==> config.mk <==
export PLATFORM = sky130hd
export DESIGN_NAME = packet_ram_read_arbiter
export DESIGN_NICKNAME = d
export VERILOG_FILES = /design/src/rtl/packet_ram_read_arbiter.sv
export SDC_FILE = /design/constraint.sdc
export NUM_CORES = 1
export LEC_CHECK = 0
export BUFFER_PORTS_ARGS = -buffer_cell sky130_fd_sc_hd__buf_2
export CORE_MARGIN = 2
export CORE_UTILIZATION = 50
export DETAILED_ROUTE_END_ITERATION = 8
export GPL_TIMING_DRIVEN = 0
export PLACE_DENSITY = 0.84
export SYNTH_ARGS = -nofsm -noshare
export SYNTH_HDL_FRONTEND = slang
export SYNTH_SLANG_ARGS = --single-unit
==> constraint.sdc <==
create_clock -name clk -period 2.7 [get_ports clk]
set_input_delay 0.27 -clock clk [delete_from_list [all_inputs] [get_ports clk]]
set_output_delay 0.27 -clock clk [all_outputs]
set_load 0.02 [all_outputs]
==> src/rtl/packet_ram_read_arbiter.sv <==
// packet_ram_read_arbiter
//   Shares the single read port of the packet buffer RAM driver between two
//   stream readers. Requester 0 is the UART TX stream reader and requester 1
//   is the Ethernet frame generator.
//   Each requester owns a one-entry pending slot. At most one read is issued
//   per cycle, and contests are granted round-robin. A tag shift register,
//   matched to the RAM read latency, routes each returned byte to the
//   requester that asked for it.
//
// Build option:
//   PKT_ARB_FIXED_PRIORITY_EN  When defined, requester 0 always wins a contest.
//
// Ports:
//   clk, rst                  clock; asynchronous active-high reset
//   reqN_readclk, reqN_raddr  read strobe and address from requester N
//   reqN_busy                 slot of requester N is occupied; a strobe is refused
//   reqN_outclk, reqN_out     returned data valid and data for requester N
//   ram_readclk, ram_raddr    read strobe and address to the RAM driver
//   ram_outclk, ram_out       data valid and data from the RAM driver
//   err                       sticky protocol error flag
module packet_ram_read_arbiter #(
  parameter int ADDR_WIDTH       = 11,
  parameter int DATA_WIDTH       = 8,
  parameter int RAM_READ_LATENCY = 2
) (
  input  logic                  clk,
  input  logic                  rst,
  input  logic                  req0_readclk,
  input  logic [ADDR_WIDTH-1:0] req0_raddr,
  output logic                  req0_busy,
  output logic                  req0_outclk,
  output logic [DATA_WIDTH-1:0] req0_out,
  input  logic                  req1_readclk,
  input  logic [ADDR_WIDTH-1:0] req1_raddr,
  output logic                  req1_busy,
  output logic                  req1_outclk,
  output logic [DATA_WIDTH-1:0] req1_out,
  output logic                  ram_readclk,
  output logic [ADDR_WIDTH-1:0] ram_raddr,
  input  logic                  ram_outclk,
  input  logic [DATA_WIDTH-1:0] ram_out,
  output logic                  err
);

  localparam int L = RAM_READ_LATENCY;

  logic                  pend0_q, pend0_d, pend1_q, pend1_d;
  logic [ADDR_WIDTH-1:0] addr0_q, addr0_d, addr1_q, addr1_d;
  logic                  last_grant_q, last_grant_d;
  // Bit k of each tag vector is tag stage k. Stage L-1 describes the byte
  // the RAM should be returning in the current cycle.
  logic [L-1:0]          tag_vld_q, tag_vld_d, tag_id_q, tag_id_d;
  logic                  err_q, err_d;
  logic [3:0]            holdoff_q, holdoff_d;
  logic                  grant0, grant1, hold_active, ret_ok;

  // Grant decision, made from registered state only
  always_comb begin
`ifdef PKT_ARB_FIXED_PRIORITY_EN
    grant0 = pend0_q;
    grant1 = pend1_q && !pend0_q;
`else
    grant0 = pend0_q && (!pend1_q || last_grant_q);
    grant1 = pend1_q && (!pend0_q || !last_grant_q);
`endif
  end

  // A slot that is being issued this cycle can accept a new strobe at the same time
  assign req0_busy   = pend0_q && !grant0;
  assign req1_busy   = pend1_q && !grant1;
  assign ram_readclk = grant0 || grant1;
  assign ram_raddr   = grant0 ? addr0_q : (grant1 ? addr1_q : '0);

  // Return routing. While holdoff is running, the RAM may still return reads
  // that were launched before reset. Those bytes are dropped here.
  assign hold_active = (holdoff_q != 4'd0);
  assign ret_ok      = !hold_active && ram_outclk && tag_vld_q[L-1];
  assign req0_outclk = ret_ok && !tag_id_q[L-1];
  assign req1_outclk = ret_ok && tag_id_q[L-1];
  assign req0_out    = req0_outclk ? ram_out : '0;
  assign req1_out    = req1_outclk ? ram_out : '0;
  assign err         = err_q;

  always_comb begin
    pend0_d      = pend0_q;
    pend1_d      = pend1_q;
    addr0_d      = addr0_q;
    addr1_d      = addr1_q;
    last_grant_d = last_grant_q;
    err_d        = err_q;
    holdoff_d    = hold_active ? holdoff_q - 4'd1 : 4'd0;

    if (grant0) begin
      pend0_d      = 1'b0;
      last_grant_d = 1'b0;
    end else if (grant1) begin
      pend1_d      = 1'b0;
      last_grant_d = 1'b1;
    end
    if (grant1) pend1_d = 1'b0;

    if (req0_readclk && !req0_busy) begin
      pend0_d = 1'b1;
      addr0_d = req0_raddr;
    end
    if (req1_readclk && !req1_busy) begin
      pend1_d = 1'b1;
      addr1_d = req1_raddr;
    end

    if ((req0_readclk && req0_busy) || (req1_readclk && req1_busy)) err_d = 1'b1;
    if (!hold_active && (ram_outclk != tag_vld_q[L-1]))             err_d = 1'b1;

    tag_vld_d    = tag_vld_q;
    tag_id_d     = tag_id_q;
    tag_vld_d[0] = grant0 || grant1;
    tag_id_d[0]  = grant1;
    for (int k = 1; k < L; k++) begin
      tag_vld_d[k] = tag_vld_q[k-1];
      tag_id_d[k]  = tag_id_q[k-1];
    end
  end

  // Control state
  always_ff @(posedge clk or posedge rst) begin
    if (rst) begin
      pend0_q      <= 1'b0;
      pend1_q      <= 1'b0;
      last_grant_q <= 1'b1;
      tag_vld_q    <= '0;
      tag_id_q     <= '0;
      err_q        <= 1'b0;
      holdoff_q    <= 4'(RAM_READ_LATENCY);
    end else begin
      pend0_q      <= pend0_d;
      pend1_q      <= pend1_d;
      last_grant_q <= last_grant_d;
      tag_vld_q    <= tag_vld_d;
      tag_id_q     <= tag_id_d;
      err_q        <= err_d;
      holdoff_q    <= holdoff_d;
    end
  end

  // Captured addresses. These are only meaningful while their pend bit is set.
  always_ff @(posedge clk) begin
    addr0_q <= addr0_d;
    addr1_q <= addr1_d;
  end

endmodule

==> metrics.md <==
| Metric | Value |
|---|---|
| Status | `finished clean` |
| Syn Area/Cell | `14.2 µm²` |
| DRT antenna net count | `0` |
| # IOs | `68` |
| Vias | `1181` |
| Vias in the first global route | `1099` |
| PwrDens | `758 nW/µm²` |
| Syn nets | `144` |
| Wire length per cell | `14.2 µm` |
| Arr. time, crit path | `1.91 ns` |
| Cell count after synthesis | `109` |
| RSZ-0062 raised after global routing | `no` |
| Seq/Total Area, Yosys | `62.1%` |
| Share of layout cells above drive strength 1 | `55.1%` |
| Final Hold Fails | `0` |
| Peak Freq | `459 MHz` |
| First-pass GRT wire length | `4.72 mm` |
| Leakage power | `0.000897 µW` |
| Clock sink count | `34` |
| Reg2reg setup slack | `1.03 ns` |
| CP endpoint kind | `output port` |
| Clock Path Buffers | `2` |
| Worst slew pin tran | `0.539 ns` |
| GPL Wtd Cong | `0.676` |
| Initial antenna violation count | `0` |
| Die Width | `59.7 µm` |
| Row Count | `20` |
| Synth top area share | `42.6%` |
| Drt pass-1 iters | `4` |
| CTS Root Cell | `clkbuf_4` |
| IO Port Bufs | `67` |
| Number of diodes | `0` |
| Post-synthesis instance area | `1550 µm²` |
| Largest net degree at the start of global routing | `13` |
| TNS Setup | `0 ns` |
| Worst Path Required | `2.43 ns` |
| Fin crit share | `80.7%` |
| Tot GR Track Use | `18.3%` |
| Post-synth top flop | `edfxtp_1` |
| CTS tree | `yes` |
| Fin worst setup slack | `0.520 ns` |
| Multi-input combinational cell area | `492 µm²` |
| H-tree Lvls | `2` |
| Largest area contributor in the netlist | `edfxtp_1` |
| Max-Cap Viols | `0` |
| Core area | `3000 µm²` |
| Largest fanout on the critical path | `10` |
| Distinct cells, synth | `30` |
| Initial Util | `51.6%` |
| Clock latency on the worst-skew pair | `0.33 ns` |
| Die Ht | `59.7 µm` |
| Flops & latches, synth | `34` |
| Most common cell in the synthesized netlist | `edfxtp_1` |
| Relative slew slack | `64.0%` |
| Post_cts resized | `0` |
| Clock-pin transition on the worst setup and hold timing paths | `0.10 ns` |
| DP HPWL | `2.40 mm` |
| DRC violations left | `0` |
| Minimum clock period | `2.18 ns` |
| Cts bufs inserted | `5` |
| Post-layout nets | `219` |
| Total grt overflow | `0` |
| Post-synth top cells | `22 x edfxtp_1, 16 x nor4_2, 11 x a32o_1, 11 x inv_1, 10 x dfrtp_1` |
| Fillers | `240` |
| Place WS | `0.877 ns` |
| Top cells by area, synth | `edfxtp_1 43%, dfrtp_1 16%, nor4_2 13%` |
| Slew Limit Fails | `0` |
| Number of synthesized flops with an enable pin | `22` |
| Hold WS | `0.108 ns` |
| Initial DRC count | `46` |
| Final wirelength | `3.09 mm` |
| Setup-failing EPs final | `0` |
| Vias per std cell | `5.42` |
| Synth async-reset ratio | `35.3%` |
| Setup bufs post-CTS | `0` |
| P&R area growth vs syn | `28.7%` |
| WS Path Type | `reg2out` |
| Clk_skew | `0.0107 ns` |
| Type of origin of the critical path | `register` |
| Post-CTS Hold Buffers | `1` |
| Hold crit path type | `in2reg` |
| VDD IR-drop max | `0.632 mV` |
| Die area | `3560 µm²` |
| Syn. warnings | `0` |
| Register Area | `963 µm²` |
power by group:
part / switching [µW] / internal, µW / total [µW]
logic: 368 / 202 / 570
clock network: 147 / 128 / 276
registers: 25.7 / 642 / 668
layout by cell type (no fill, tap or decap), types with 2 or more instances in the layout:
| cell type | synthesis | layout |
|---|---|---|
| inv_1 | 11 | 11 |
| nand2_1 | 3 | 3 |
| clkbuf_4 | 0 | 5 |
| nor3_2 | 2 | 2 |
| clkbuf_1 | 2 | 4 |
| dfstp_2 | 2 | 2 |
| o21a_1 | 2 | 2 |
| nand2b_1 | 2 | 2 |
| dfrtp_1 | 10 | 10 |
| buf_2 | 4 | 71 |
| edfxtp_1 | 22 | 22 |
| nor2_1 | 3 | 3 |
| buf_6 | 2 | 2 |
| o21ai_1 | 2 | 2 |
| a32o_1 | 11 | 11 |
| nor4_2 | 16 | 16 |
through the flow:
stage          instance area [µm²]  cells  util (%)  power (µW)
2_1_floorplan                 1550    109         -        1080
3_3_place_gp                  1930    209      64.2        1240
3_5_place_dp                  1930    209      64.2        1250
4_1_cts                       2000    218      66.5        1530
5_1_grt                       2000    218      66.5        1610
6_report                      2000    218      66.5        1510
state kept, by name, summed over array words and instances, names as in the netlist:
name          flops
addr0_q          11
addr1_q          11
holdoff_q         4
tag_id_q          2
tag_vld_q         2
err               1
last_grant_q      1
pend0_q           1
pend1_q           1
area by class of cell:
class | instances | share of cell area, %
Sequential cell | 34 | 48.3
Multi-Input combinational cell | 55 | 24.6
Timing Repair Buffer | 68 | 17.3
Clock buffer | 8 | 2.95
Buffer | 8 | 2.51
Inverter | 12 | 2.26
Tap cell | 33 | 2.07
logic make-up after synthesis:
group	Yosys count	synth area share, %
compound gates	20	10.9
simple gates	33	19.6
xor+xnor	1	0.565
flops	34	62.1
mux	1	0.646
buf+inv	20	6.13
worst max-delay path: stages (launching register included):
cell and delay [ns]:
dfstp_2 0.53, clkbuf_1 0.28, nand2b_1 0.18, buf_2 0.22, a32o_1 0.20, buf_2 0.17
worst paths after layout:
| check | depth (start not counted) | startpoint | to |
|---|---|---|---|
| setup / recovery | 5 | last_grant_q | ram_raddr[3] |
| hold / removal | 1 | req0_raddr[7] | addr0_q[7] |
| setup reg to reg | 2 | last_grant_q | addr0_q[9] |
| hold reg to reg | 0 | tag_id_q[0] | tag_id_q[1] |
| max in group asynchronous | 3 | rst | holdoff_q[1] |
| min in group asynchronous | 3 | rst | pend1_q |
routing by layer:
metal | vias to the layer above | track usage (%) | share of wire [%]
li1 | 568 | - | -
met4 | 0 | 4.76 | 1.2
met1 | 544 | 19.4 | 38
met5 | - | 0 | 0
met2 | 64 | 33.5 | 51
met3 | 5 | 7.14 | 9.6
Note: power is estimated with default switching activity, not from simulation.
